### src/rtl/lc3_pkg.sv
// Shared LC3 decode definitions: opcodes, control-field encodings and the execute control bundle.
package lc3_pkg;

  localparam logic [3:0] OP_BR  = 4'b0000;
  localparam logic [3:0] OP_ADD = 4'b0001;
  localparam logic [3:0] OP_LD  = 4'b0010;
  localparam logic [3:0] OP_ST  = 4'b0011;
  localparam logic [3:0] OP_JSR = 4'b0100;
  localparam logic [3:0] OP_AND = 4'b0101;
  localparam logic [3:0] OP_LDR = 4'b0110;
  localparam logic [3:0] OP_STR = 4'b0111;
  localparam logic [3:0] OP_RTI = 4'b1000;
  localparam logic [3:0] OP_NOT = 4'b1001;
  localparam logic [3:0] OP_LDI = 4'b1010;
  localparam logic [3:0] OP_STI = 4'b1011;
  localparam logic [3:0] OP_JMP = 4'b1100;
  localparam logic [3:0] OP_RES = 4'b1101;
  localparam logic [3:0] OP_LEA = 4'b1110;
  localparam logic [3:0] OP_TRAP = 4'b1111;

  typedef enum logic [1:0] {
    ALU_ADD  = 2'b00,
    ALU_AND  = 2'b01,
    ALU_NOT  = 2'b10,
    ALU_PASS = 2'b11
  } alu_ctl_e;

  typedef enum logic [1:0] {
    PCS1_OFF11 = 2'b00,
    PCS1_OFF9  = 2'b01,
    PCS1_OFF6  = 2'b10,
    PCS1_ZERO  = 2'b11
  } pcsel1_e;

  typedef enum logic [1:0] {
    W_ALU  = 2'b00,
    W_PC   = 2'b01,
    W_MEM  = 2'b10,
    W_RSVD = 2'b11
  } w_ctl_e;

  // Field order matches the e_control port: {alu, pcsel1, pcsel2, op2}
  typedef struct packed {
    alu_ctl_e alu;
    pcsel1_e  pcsel1;
    logic     pcsel2;
    logic     op2;
  } e_ctl_t;

  localparam e_ctl_t E_CTL_NONE = '{alu: ALU_ADD, pcsel1: PCS1_OFF11, pcsel2: 1'b0, op2: 1'b0};

endpackage

### src/rtl/lc3_decode_ctl.sv
// Combinational opcode decoder producing execute/writeback/memory controls.
// Illegal-opcode flag exists only when LC3_DECODE_ILLEGAL_EN is defined.
module lc3_decode_ctl
  import lc3_pkg::*;
(
  input  logic [3:0] opcode,
  input  logic       imm_bit,
  output e_ctl_t     e_ctl,
  output w_ctl_e     w_ctl,
  output logic       mem_ctl
`ifdef LC3_DECODE_ILLEGAL_EN
  , output logic     illegal
`endif
);

  always_comb begin
    e_ctl   = E_CTL_NONE;
    w_ctl   = W_ALU;
    mem_ctl = 1'b0;
    case (opcode)
      OP_ADD, OP_AND: begin
        e_ctl.alu = (opcode == OP_AND) ? ALU_AND : ALU_ADD;
        e_ctl.op2 = ~imm_bit;
      end
      OP_NOT: e_ctl.alu = ALU_NOT;
      OP_BR, OP_LD, OP_ST, OP_LDI, OP_STI, OP_LEA: begin
        e_ctl.alu    = ALU_PASS;
        e_ctl.pcsel1 = PCS1_OFF9;
        e_ctl.pcsel2 = 1'b1;
        if (opcode == OP_LD || opcode == OP_LDI) w_ctl = W_MEM;
        else if (opcode == OP_LEA)               w_ctl = W_PC;
        mem_ctl = (opcode == OP_LDI) || (opcode == OP_STI);
      end
      OP_LDR, OP_STR: begin
        e_ctl.alu    = ALU_PASS;
        e_ctl.pcsel1 = PCS1_OFF6;
        if (opcode == OP_LDR) w_ctl = W_MEM;
      end
      OP_JMP: begin
        e_ctl.alu    = ALU_PASS;
        e_ctl.pcsel1 = PCS1_ZERO;
      end
      default: ;
    endcase
  end

`ifdef LC3_DECODE_ILLEGAL_EN
  always_comb begin
    illegal = (opcode == OP_JSR) || (opcode == OP_RTI) ||
              (opcode == OP_RES) || (opcode == OP_TRAP);
  end
`endif

endmodule

### src/rtl/lc3_decode.sv
// LC3 decode stage: registers IR/NPC and decoded controls; flush loads a NOP bubble.
// Optional LC3_DECODE_ILLEGAL_EN adds illegal_op and sticky illegal_seen outputs.
module lc3_decode
  import lc3_pkg::*;
#(
  parameter logic [15:0] RESET_IR = 16'h0000
) (
  input  logic        clock,
  input  logic        reset,
  input  logic        enable_decode,
  input  logic        flush,
  input  logic [15:0] dout,
  input  logic [15:0] npc_in,
  output logic [15:0] ir,
  output logic [15:0] npc_out,
  output logic [5:0]  e_control,
  output logic [1:0]  w_control,
  output logic        mem_control,
  output logic        valid
`ifdef LC3_DECODE_ILLEGAL_EN
  , output logic      illegal_op,
  output logic        illegal_seen
`endif
);

  e_ctl_t e_nxt, e_q;
  w_ctl_e w_nxt, w_q;
  logic   mem_nxt;
`ifdef LC3_DECODE_ILLEGAL_EN
  logic   illegal_nxt;
`endif

  lc3_decode_ctl u_ctl (
    .opcode  (dout[15:12]),
    .imm_bit (dout[5]),
    .e_ctl   (e_nxt),
    .w_ctl   (w_nxt),
    .mem_ctl (mem_nxt)
`ifdef LC3_DECODE_ILLEGAL_EN
    , .illegal (illegal_nxt)
`endif
  );

  always_ff @(posedge clock) begin
    if (reset || flush) begin
      ir          <= RESET_IR;
      npc_out     <= 16'h0000;
      e_q         <= E_CTL_NONE;
      w_q         <= W_ALU;
      mem_control <= 1'b0;
      valid       <= 1'b0;
    end else if (enable_decode) begin
      ir          <= dout;
      npc_out     <= npc_in;
      e_q         <= e_nxt;
      w_q         <= w_nxt;
      mem_control <= mem_nxt;
      valid       <= 1'b1;
    end
  end

`ifdef LC3_DECODE_ILLEGAL_EN
  // illegal_seen survives flush; only reset clears it
  always_ff @(posedge clock) begin
    if (reset) begin
      illegal_op   <= 1'b0;
      illegal_seen <= 1'b0;
    end else if (flush) begin
      illegal_op   <= 1'b0;
    end else if (enable_decode) begin
      illegal_op   <= illegal_nxt;
      illegal_seen <= illegal_seen | illegal_nxt;
    end
  end
`endif

  assign e_control = e_q;
  assign w_control = w_q;

endmodule
### config.mk
export PLATFORM = sky130hd
export DESIGN_NAME = lc3_decode
export DESIGN_NICKNAME = d
export VERILOG_FILES = /design/src/rtl/lc3_pkg.sv /design/src/rtl/lc3_decode_ctl.sv /design/src/rtl/lc3_decode.sv
export SDC_FILE = /design/constraint.sdc
export NUM_CORES = 1
export LEC_CHECK = 0
export ABC_CLOCK_PERIOD_IN_PS = 1200
export BUFFER_PORTS_ARGS = -buffer_cell sky130_fd_sc_hd__buf_2
export CORE_MARGIN = 5
export CORE_UTILIZATION = 40
export DETAILED_ROUTE_END_ITERATION = 10
export PLACE_DENSITY = 0.69
export SYNTH_ARGS = -nofsm -noshare
export SYNTH_HDL_FRONTEND = slang
export SYNTH_SLANG_ARGS = --single-unit
### constraint.sdc
create_clock -name clock -period 1.2 [get_ports clock]
set_clock_uncertainty 0.1 [all_clocks]
set_input_delay 0.06 -clock clock [delete_from_list [all_inputs] [get_ports clock]]
set_output_delay 0.06 -clock clock [all_outputs]
set_load 0.01 [all_outputs]
== Word level (Yosys, flattened, before mapping) ==
Index checks and enable logic that the tools add are counted.
Storage, ports and cells
  register bits after elaboration: 42
  input bits: 36
  output and inout bits: 42
  logic and storage cells: 39
Cells by class
  eq/ne operators: 11
  multiplexer cells: 10
  bitwise logic cells: 1
  reduce and logical (&&, ||, !) cells: 8
Operator list (count)
  4-bit equality test, second input constant: 5
  4-bit by 3-bit equality test with 1-bit output, second input constant: 3
  2-bit one-hot mux with 3 select lines: 2
  9-bit OR reduction: 1
  4-bit by 2-bit equality test with 1-bit output, second input constant: 2
  6-bit OR reduction: 1
  1-bit 2-to-1 mux: 5
  4-bit by 1-bit equality test with 1-bit output, second input constant: 1
  4-bit logical NOT: 1
  2-bit 2-to-1 mux: 2
  2-bit one-hot mux with 2 select lines: 1
  2-bit OR reduction: 2
  1-bit logical OR: 3
  1-bit NOT: 1

== Depth between registers and ports, before layout ==
Gate-level depths: netlist of run 1.
  depth after elaboration: 4
  gate-level depth with buffers: 4
  depth with buffers taken out: 3

== Modules after synthesis ==
Synthesis of run 1 repeated with hierarchy kept, for this count alone.
Second synthesis, totals
  cell total of the unflattened synthesis: 165
  area, all modules: 1755.4 µm²
Modules (own cells, without submodules)
  lc3_decode: instances 1, cells each 137, area each 1527.7 µm², seq. area each 840.8 µm²
  lc3_decode_ctl: instances 1, cells each 28, area each 227.7 µm², seq. area each 0.0 µm²

== Worst setup path after synthesis of run 1 ==
OpenSTA, ideal clock, no wires.
  path kind: input to register
  from: input dout[12]
  to: register e_q, in the netlist e_control[5]
  setup time: 0.117 ns
  data arrival time: 0.672 ns
  data required time: 0.983 ns
  slack: 0.311 ns
  stages: 4
  path buffers: 1
  path through: buf_2 nor3_1 o21ai_1 a32o_1
Between the ends
  longest elaborated chain between the ends: 3
  elaborated cells on any way between the ends: 15
  those cells by class: eq/ne (11); mux (1); reduce/logical (3)
RTL lines
  start: declaration: line lc3_decode.sv:12  | input logic [15:0] dout,
  4-bit by 2-bit equality test with 1-bit output (tied with other cells): line lc3_decode_ctl.sv:20  | case (opcode)
  9-bit OR reduction (no source line) or 2-bit OR reduction (tied branches)
  2-bit one-hot mux with 3 select lines (*): line lc3_decode_ctl.sv:20
  end signal: assignment: line lc3_decode.sv:55  | e_q <= e_nxt;
  end: declaration: line lc3_decode.sv:26  | e_ctl_t e_nxt, e_q;
Mark *: on every way between the ends. The rest lies on a longest branch, timed or not.
A chain may end at the register's enable or synchronous reset.

== Worst setup path after layout of run 1 ==
  from: input reset
  to: register ir[6]
Between the ends
  longest elaborated chain between the ends: 1
RTL lines
  start: declaration: line lc3_decode.sv:9  | input logic reset,
  1-bit logical OR: line lc3_decode.sv:45  | if (reset || flush) begin
  end signal: assignment: line lc3_decode.sv:53  | ir <= dout;
  end: declaration: line lc3_decode.sv:14  | output logic [15:0] ir,
No other way between the ends.

==> results of run 1 <==
## worst min-delay path by stage
| stage | start | endpoint | slack [ns] | cells past startpoint |
|---|---|---|---|---|
| after floorplan | dout[0] | ir[0]$_SDFFE_PP0P_ | 0.11 | 2 |
| after global placement | dout[8] | ir[8]$_SDFFE_PP0P_ | 0.19 | 3 |
| after detailed placement | npc_in[7] | npc_out[7]$_SDFFE_PP0P_ | 0.20 | 3 |
| after CTS | dout[13] | mem_control$_SDFFE_PP0P_ | 0.04 | 3 |
| after global routing | dout[13] | mem_control$_SDFFE_PP0P_ | 0.07 | 3 |
| final | dout[14] | e_control[3]$_SDFFE_PP0P_ | 0.06 | 3 |
## placed cells by master, fill, tap and decap left out, drive strengths merged
cell / instances
nor4b: 1
and2b: 3
nor3b: 2
dfxtp: 42
and2: 2
nand2b: 4
nand4b: 1
o21ai: 5
a31oi: 2
mux2i: 33
a32o: 2
o21bai: 2
dlygate4sd3: 30
nand4: 1
nor3: 1
nand2: 2
nor2: 40
clkbuf: 7
buf: 82
o211ai: 1
nand3: 1
or2: 2
a21oi: 4
## timing repair
action | 4_1_cts | 5_1_grt
gates resized for setup | 0 | 1
setup endpoints to repair | 0 | 12
hold buffers | 30 | 0
hold endpoints to repair | 30 | 0
## stage by stage
| stage | instance area (sq um) | setup TNS (ns) | cells |
|---|---|---|---|
| finish | 2450 | 0 | 320 |
| global route | 2450 | -0.00957 | 320 |
| CTS | 2450 | 0 | 320 |
| detailed placement | 2070 | 0 | 283 |
| global placement | 2070 | 0 | 283 |
| floorplan | 1670 | 0 | 164 |
## metal layers
layer | GRT usage [%] | part of all wire, % | vias up
met3 | 5.41 | 5.1 | 8
met4 | 6.32 | 1.8 | 0
met2 | 27.7 | 52 | 41
li1 | - | - | 763
met5 | 0 | 0 | -
met1 | 19.1 | 41 | 701
## registers in the layout, summed over array words and instances, names as in the netlist
register,flops
valid,1
e_control,6
npc_out,16
ir,16
mem_control,1
w_control,2
## worst register-to-register path: cells and delay by family (launching register included)
| family | cells | cell delay [ns] |
|---|---|---|
| AO/OA/AOI/OAI | 2 | 0.23 |
| flip-flops | 1 | 0.32 |
## synthesized netlist by cell type (2+ instances only)
| master | instances |
|---|---|
| nor2_1 | 40 |
| a21oi_1 | 4 |
| buf_4 | 3 |
| buf_6 | 5 |
| a31oi_1 | 2 |
| a32o_1 | 2 |
| dfxtp_1 | 42 |
| o21ai_0 | 4 |
| and2_1 | 2 |
| and2b_1 | 3 |
| buf_2 | 4 |
| nand2b_1 | 4 |
| mux2i_1 | 33 |
| o21bai_1 | 2 |
## where the power goes
| group | switching (uW) | total [uW] | internal [uW] |
|---|---|---|---|
| clock | 428 | 829 | 400 |
| combinational | 191 | 423 | 233 |
| sequential | 21.1 | 1460 | 1440 |
| total | 640 | 2710 | 2070 |
## cells by family (layout without fill, tap and decap cells)
group                  after synthesis  count (layout)  share of synthesized area (%)
flip-flops                          42              42                           50.5
buffers and inverters               13             119                           6.16
multiplexers                        33              33                           19.8
AND/OR/NAND/NOR                     60              60                           17.6
AO/OA/AOI/OAI                       16              16                           6.01
## layout make-up
class	count	share of cell area, %
clock buffers	7	3.11
flip-flops and latches	42	34.3
well taps	50	2.55
repair buffers	112	30.6
multi-input cells	109	29.5
==> metrics.md, run 1 <==
| Metric | Value |
|---|---|
| Status | `complete, no violations` |
| CTS root buffer | `clkbuf_8` |
| Post-layout util | `between 60% and 70%` |
| GPL Wtd Cong | `0.775` |
| I/O pin cnt | `slightly below 80` |
| Pwr Density | `around 1100 nW/um^2` |
| Syn. warnings | `0` |
| Multi-input gate area | `around 720 sq um` |
| Yosys top cell by area | `dfxtp_1` |
| CTS tree | `yes` |
| Vias | `around 1,500` |
| First-pass GRT wire length | `6980 um` |
| Reg2Reg Capture Point | `e_control[1]$_SDFFE_PP0P_` |
| RSZ-0062 raised after global routing | `yes` |
| Wire length per cell | `13.4 um` |
| Die X | `74.6 um` |
| Crit path cell chain | `dlygate4sd3_1 -> buf_2 -> or2_1 -> buf_6 -> nor2_1` |
| Die ar. | `roughly 5600 sq um` |
| CP bufs+invs | `3` |
| Fmax | `between 0.8 and 0.9 GHz` |
| P&R area growth vs syn | `47.3%` |
| Critical path's largest stage delay | `roughly 0.53 ns` |
| Post-synth EDFFs | `0` |
| Clock Sinks | `42` |
| Std cell rows | `23` |
| Die H | `74.6 um` |
| Nets | `slightly above 300` |
| Top cells by area, synth | `dfxtp_1, mux2i_1, nor2_1` |
| WL final | `4290 um` |
| Reg2reg start | `e_control[1]$_SDFFE_PP0P_` |
| Largest net degree at the start of global routing | `24` |
| Initial antenna violation count | `0` |
| Final cycle utilization of the critical path | `a little over nine tenths` |
| CTS Buffer Depth | `2` |
| Storage element area | `841 sq um` |
| Syn Inst Count | `164` |
| Fill cell count | `roughly 370` |
| Leakage | `about 0.0012 uW` |
| Core Box Area | `about 4000 sq um` |
| Synthesized area | `between 1500 and 2000 sq um` |
| #FFs+latches synth | `42` |
| Setup crit end kind | `flip-flop` |
| Clock insertion delay at the later pin of the skew report | `roughly 0.28 ns` |
| Number of max-cap violations | `0` |
| Syn Area/Cell | `10.2 sq um` |
| Final ANT Viol Nets | `0` |
| DRC | `0` |
| Asr flop ratio synth | `0%` |
| Final Hold Fails | `0` |
| Via density | `4.73` |
| Slowest library cell on the worst path | `dlygate4sd3_1` |
| Syn nets | `200` |
| Htree depth | `2` |
| Crit Path Class | `primary input to flip-flop` |
| Port-buffer cells | `77` |
| CTS Buf Count | `5` |
| Tot Pwr | `2710 uW` |
| Slew HR | `about 84%` |
| WP data arrival | `~1.3 ns` |
| Tot GR Track Use | `between 10% and 20%` |
| Worst path depth | `5` |
| Clock Pin Slew Worst Setup and Hold Paths | `roughly 0.070 ns` |
| Worst hold path class | `primary input to flip-flop` |
| Sequential fraction of the synthesis area | `between 50 and 60%` |
| Post-DP HPWL | `between 2000 and 3000 um` |
| Layout cells sized above 1 | `~33%` |
| Post-synth top area share | `about half` |
| Total gr overflow | `0` |
| Yosys cell types | `28` |
| Crit-path leading delay family | `buffers and inverters` |
| Crit path capture | `ir[6]$_SDFFE_PP0P_` |
| DR pass1 iterations | `4` |
| FF-to-FF path depth | `2` |
| Initial Util | `41.4%` |
| CP Max Fanout | `23` |
| Main synth FF type | `dfxtp_1` |
| R2R setup slack | `0.44 ns` |
| Setup bufs post-CTS | `0` |
| DP Worst Slack | `roughly 0.20 ns` |
| Worst setup margin | `approximately 0.023 ns` |
| Vias in the first global route | `between 1,500 and 2,000` |
| Final setup violation count | `0` |
| VDD IR max | `roughly 0.00066 V` |
| Worst Path Required | `roughly 1.3 ns` |
| Antenna diodes | `0` |
| Iteration-0 DRC Markers | `81` |
| Fin crit period | `about 1.2 ns` |
| Critical Path Source | `reset` |
| Hold WS | `a little under 0.06 ns` |
| Worst Tran Pin Value | `0.237 ns` |
| Crit path launch type | `primary input` |
| Final count of pins violating max slew | `0` |
(Power assumes the default switching activity.)
==> inputs of run 2 (changes only) <==
- ABC_AREA: unset -> 1
- ABC_CLOCK_PERIOD_IN_PS: 1200 -> 1460
- TNS_END_PERCENT: unset -> 10
- clock period: 1.2 -> 1.46 ns (I/O delays scaled with it)
==> run 2 against run 1 <==
Net effect:
- final cell count rose by 16%
- sequential power fell by 18%
- global-route usage fell by 0.75 points
- via count rose by 11%
- combinational power fell by 14%
- register-to-register slack got worse by 0.22 ns
- power fell by 18%
- synthesized cell count rose by 27%
- largest power group unchanged
==> metrics.md, run 2 <==
| Metric | Value |
|---|---|
| RSZ-0062 raised after global routing | `no` |
| WP data arrival | `around 1.5 ns` |
| Crit path cell chain | `dlygate4sd3_1 -> buf_2 -> nor2_1 -> nor2_1 -> dlygate4sd3_1` |
| Placed Instance Area | `2120 sq um` |
| R2R setup slack | `about 0.22 ns` |
| Die H | `between 70 and 80 um` |
| Post-synth EDFFs | `0` |
| Post-layout util | `59.4%` |
| Clock Sinks | `42` |
| Initial Util | `just over 40%` |
| Final cycle utilization of the critical path | `between 90% and 100%` |
| Antenna diodes | `0` |
| GPL Wtd Cong | `approximately 0.84` |
| Fmax | `just over 0.7 GHz` |
| Critical path's largest stage delay | `roughly 0.55 ns` |
| Die ar. | `5740 sq um` |
| Fill cell count | `approximately 390` |
| Post-DP HPWL | `~2900 um` |
| Pwr Density | `~900 nW/um^2` |
| Nets | `355` |
| Final ANT Viol Nets | `0` |
| P&R area growth vs syn | `46.4%` |
| Fin crit period | `~1.4 ns` |
| Post-layout instance area | `~2500 sq um` |
| Most common cell in the synthesized netlist | `nand2_1` |
| Number of max-cap violations | `0` |
| Worst hold path class | `primary input to flip-flop` |
| Main synth FF type | `dfxtp_1` |
| I/O pin cnt | `slightly below 80` |
| Commonest non-fill, non-tap cells in the layout | `buf_2, nand2_1, dfxtp_1` |
| Synthesized area | `roughly 1700 sq um` |
| DP Worst Slack | `~0.41 ns` |
| Initial antenna violation count | `0` |
| Iteration-0 DRC Markers | `80` |
| Total gr overflow | `0` |
| Slew HR | `between 70 and 80%` |
| Worst setup margin | `roughly 0.042 ns` |
| CP bufs+invs | `3` |
| Largest net degree at the start of global routing | `30` |
| Port-buffer cells | `77` |
| Core Box Area | `approximately 4300 sq um` |
| CTS Buffer Depth | `2` |
| Final setup violation count | `0` |
| Vias in the first global route | `1,620` |
| Htree depth | `2` |
| Asr flop ratio synth | `0%` |
| DRC | `0` |
| Die X | `75.8 um` |
| Setup TNS | `0 ns` |
| Worst Tran Pin Value | `around 0.34 ns` |
| CTS root buffer | `clkbuf_8` |
| Yosys top cell by area | `dfxtp_1` |
| Yosys cell types | `17` |
| VDD IR max | `0.000553 V` |
| Reg2reg start | `ir[5]$_SDFFE_PP0P_` |
| Slowest library cell on the worst path | `dlygate4sd3_1` |
| Worst Path Required | `1.53 ns` |
| CTS Buf Count | `5` |
| Syn Area/Cell | `8.31 sq um` |
| Tot GR Track Use | `roughly 16%` |
| FF-to-FF path depth | `3` |
| Setup bufs post-CTS | `0` |
| DR pass1 iterations | `4` |
| Synth top cells by count | `nand2_1, dfxtp_1, a21oi_2` |
| Final count of pins violating max slew | `0` |
| Leakage | `about 0.0012 uW` |
| Std cell rows | `24` |
| Syn nets | `around 240` |
| WL final | `approximately 4300 um` |
| Reg2Reg Capture Point | `ir[5]$_SDFFE_PP0P_` |
| Worst hold path cell count | `4` |
| Crit path launch type | `primary input` |
| Via density | `around 4.5` |
| Wire length per cell | `~12 um` |
| CTS tree | `yes` |
| WHS Endpoint | `ir[12]$_SDFFE_PP0P_` |
| #FFs+latches synth | `42` |
| Sequential fraction of the synthesis area | `48.6%` |
| Setup crit end kind | `flip-flop` |
| Clock insertion delay at the later pin of the skew report | `~0.28 ns` |
| Crit Path Class | `primary input to flip-flop` |
| Post-synth top area share | `between 40% and 50%` |
| Top cells by area, synth | `dfxtp_1, nand2_1, a21oi_2` |
| Post-cts gate resize count | `0` |
| Crit-path leading delay family | `buffers and inverters` |
| Syn Inst Count | `about 210` |
| Syn. warnings | `0` |
| Layout cells sized above 1 | `39.5%` |
| Clock Pin Slew Worst Setup and Hold Paths | `approximately 0.070 ns` |
| Vias | `~1,700` |
| First-pass GRT wire length | `about 6900 um` |
| CP Max Fanout | `2` |
| Status | `complete, no violations` |
| Final Hold Fails | `0` |
| Commonest non-fill, non-tap cell in the layout | `buf_2` |
| Min-delay src | `reset` |
## run 2: cell types whose count changed in the layout (fill, tap and decap cells not counted), sizes merged, moves of 3 or more
cell         before  now
inv               0   12
mux2i            33    0
nor2             40   19
o21ai             5    8
nand3             1    6
nand2b            4    0
nand2             2   73
and2b             3    0
dlygate4sd3      30   33
a21oi             4   36
## run 2: worst max-delay path by stage
stage | from | slack [ns] | to | cells past startpoint
5_1_grt | dout[5] | 0.007 | ir[5]$_SDFFE_PP0P_ | 5
3_5_place_dp | flush | 0.41 | e_control[4]$_SDFFE_PP0P_ | 7
4_1_cts | flush | 0.08 | e_control[5]$_SDFFE_PP0P_ | 8
6_report | dout[5] | 0.04 | ir[5]$_SDFFE_PP0P_ | 5
3_3_place_gp | flush | 0.43 | e_control[5]$_SDFFE_PP0P_ | 7
2_1_floorplan | e_control[3]$_SDFFE_PP0P_ | 0.70 | e_control[3]$_SDFFE_PP0P_ | 4
## run 2: metal layers
metal / global-route usage (%) / wire length [um] / part of all wire, %
met1: 18.9 / 1920 / 45
met3: 4.62 / 300 / 7.0
met5: 0 / 0 / 0
met4: 4.85 / 57 / 1.3
met2: 26.5 / 2010 / 47
## run 2: cell type report
type | instances | area (sq um) | area share [%]
Clock buffer | 7 | 76.3 | 3.02
Inverter | 12 | 45.0 | 1.78
Multi-Input combinational cell | 143 | 738 | 29.2
Sequential cell | 42 | 841 | 33.2
Tap cell | 52 | 65.1 | 2.57
Timing Repair Buffer | 115 | 766 | 30.3
## run 2: what timing repair did
| action | in CTS | in global routing |
|---|---|---|
| hold buffers | 34 | 0 |
| hold endpoints to repair | 36 | 0 |
| endpoints found under the setup margin | 0 | 2 |
## run 2: logic make-up (layout without fill, tap and decap cells)
family | Yosys count | in the layout | share of synthesized area (%)
buf+inv | 23 | 134 | 8.68
simple gates | 98 | 98 | 22.7
compound gates | 45 | 45 | 20.0
flops | 42 | 42 | 48.6
## run 2: per-stage QoR
stage | hold slack (ns) | std cells | power, uW
floorplan | 0.113 | 208 | 1420
finish | 0.00374 | 371 | 2240
detailed placement | 0.236 | 331 | 1530
CTS | 0.00202 | 372 | 2290
global placement | 0.230 | 331 | 1520
global route | 0.00899 | 371 | 2360
## run 2: report_power, final
group	switching, uW	internal (uW)
Combinational	188	175
Sequential	17.9	1180
Clock	342	329
Total	548	1690
## run 2: tightest hold or removal path, delay by kind of cell
kind                   cells  cell delay [ns]
buffers and inverters      2             0.18
AOI/OAI and AO/OA          1             0.04
and+or+nand+nor            1             0.05
==> inputs of run 3 (changes only) <==
- ABC_CLOCK_PERIOD_IN_PS: 1460 -> 1750
- clock period: 1.46 -> 1.75 ns (I/O delays scaled with it)
==> run 3 against run 2 <==
Net effect:
- hold slack gained 0.0078 ns
- critical path depth rose by 1
- final cell count fell by 0.27%
- register-to-register slack gained 0.29 ns
- sequential power fell by 17%
- clock power increased by 9.2%
- design area grew 0.20%
- global-route usage is 0.34 points lower
- setup slack improved by 0.066 ns
- highest routed layer unchanged
==> metrics.md, run 3 (synthesized netlist as in run 2, its figures left out) <==
| Metric | Value |
|---|---|
| CTS Buffer Depth | `2` |
| Fin crit period | `1.64 ns` |
| Port-buffer cells | `77` |
| GPL Wtd Cong | `between 0.8 and 0.9` |
| Critical Path Most Common Cell | `dlygate4sd3_1` |
| Final Hold Fails | `0` |
| Largest net degree at the start of global routing | `47` |
| Post-DP HPWL | `2800 um` |
| Final count of pins violating max slew | `0` |
| CTS Buf Count | `5` |
| Tot GR Track Use | `15.3%` |
| Initial Util | `between 40 and 50%` |
| Post-cts gate resize count | `0` |
| Initial antenna violation count | `0` |
| DRC | `0` |
| CTS root buffer | `clkbuf_8` |
| DR pass1 iterations | `4` |
| Final cycle utilization of the critical path | `between 90% and 100%` |
| First-pass GRT wire length | `about 6700 um` |
| Clock insertion delay at the later pin of the skew report | `between 0.2 and 0.3 ns` |
| Worst Tran Pin Value | `about 0.68 ns` |
| Non-filler instance count after layout | `370` |
| Worst Path Required | `approximately 1.9 ns` |
| I/O pin cnt | `between 70 and 80` |
| Via density | `approximately 4.5` |
| CP Max Fanout | `5` |
| Setup bufs post-CTS | `0` |
| Layout cells sized above 1 | `approximately 40%` |
| Vias | `approximately 1,700` |
| Htree depth | `2` |
| Leakage | `approximately 0.0012 uW` |
| Core Box Area | `4260 sq um` |
| Clock Sinks | `42` |
| Setup TNS | `0 ns` |
| Std cell rows | `24` |
| Commonest non-fill, non-tap cells in the layout | `buf_2, nand2_1, dfxtp_1` |
| WP data arrival | `between 1.5 and 2 ns` |
| VDD IR max | `around 0.00042 V` |
| Antenna diodes | `0` |
| CTS Hold Bufs | `33` |
| Commonest non-fill, non-tap cell in the layout | `buf_2` |
| Die X | `approximately 76 um` |
| Status | `complete, no violations` |
| Crit path launch type | `primary input` |
| Slowest library cell on the worst path | `dlygate4sd3_1` |
| P&R area growth vs syn | `46.7%` |
| Vias in the first global route | `between 1,500 and 2,000` |
| R2R setup slack | `0.51 ns` |
| Post-layout util | `roughly three fifths` |
| Slew HR | `between 50% and 60%` |
| Critical path's largest stage delay | `~0.65 ns` |
| Setup crit end kind | `flip-flop` |
| Final ANT Viol Nets | `0` |
| Worst hold path class | `primary input to flip-flop` |
| Fmax | `between 0.6 and 0.7 GHz` |
| Wire length per cell | `approximately 12 um` |
| CTS tree | `yes` |
| Iteration-0 DRC Markers | `70` |
| Pwr Density | `approximately 800 nW/um^2` |
| RSZ-0062 raised after global routing | `no` |
| Inst Count DP | `approximately 330` |
| Die H | `75.8 um` |
| Die ar. | `5740 sq um` |
| Clock Pin Slew Worst Setup and Hold Paths | `around 0.080 ns` |
| Crit Path Class | `primary input to flip-flop` |
| Hold WS | `between 0.01 and 0.015 ns` |
| Final setup violation count | `0` |
| Total gr overflow | `0` |
| Crit path cell chain | `dlygate4sd3_1 -> buf_2 -> nor2_4 -> dlygate4sd3_1 -> o21ai_0 -> a21oi_1` |
| WL final | `approximately 4400 um` |
| Nets | `around 350` |
| Number of max-cap violations | `0` |
[run 3: changes by cell type in the layout (fill, tap and decap cells not counted)]
cell	previous run	this run
buf_4	4	3
buf_12	1	0
bufinv_16	0	1
clkinv_2	0	2
clkbuf_1	2	0
[run 3: cell type report]
| type | instances | area [sq um] |
|---|---|---|
| clock inverter | 3 | 40.0 |
| clock buffer | 5 | 68.8 |
| tap | 52 | 65.1 |
| sequential | 42 | 841 |
| multi-input combinational | 143 | 738 |
| fill | 401 | 1730 |
| timing repair buffer | 113 | 738 |
| inverter | 12 | 45.0 |
[run 3: where the power goes]
group	internal, uW	switching [uW]	total (uW)	leakage [uW]
sequential	987	15.6	1000	0.000342
clock	420	314	733	0.0000579
combinational	140	156	296	0.000796
[run 3: worst max-delay path, delay by kind of cell]
family	cells	cell delay [ns]
buffers and inverters	3	1.31
AO/OA/AOI/OAI	2	0.24
AND/OR/NAND/NOR	1	0.14
[run 3: metrics by stage]
step,setup WS [ns],instance area (sq um),total power (uW)
3_3_place_gp,0.412,2100,1260
5_1_grt,0.0248,2540,2120
6_report,0.108,2540,2030
4_1_cts,0.112,2540,2060
2_1_floorplan,0.987,1730,1180
3_5_place_dp,0.392,2100,1270
[run 3: final timing paths]
path	endpoint	depth (start not counted)	startpoint
hold reg to reg	npc_out[1]$_SDFFE_PP0P_	2	npc_out[1]$_SDFFE_PP0P_
setup reg to reg	ir[5]$_SDFFE_PP0P_	3	ir[5]$_SDFFE_PP0P_
hold / removal	ir[14]$_SDFFE_PP0P_	3	dout[14]
setup / recovery	ir[15]$_SDFFE_PP0P_	6	flush
[run 3: routing by layer]
layer	GRT usage (%)	wire length [um]	vias up
met4	5.44	51	0
met3	4.22	286	7
met2	25.9	2100	45
met1	18.5	1910	742
met5	0	0	-
li1	-	-	879
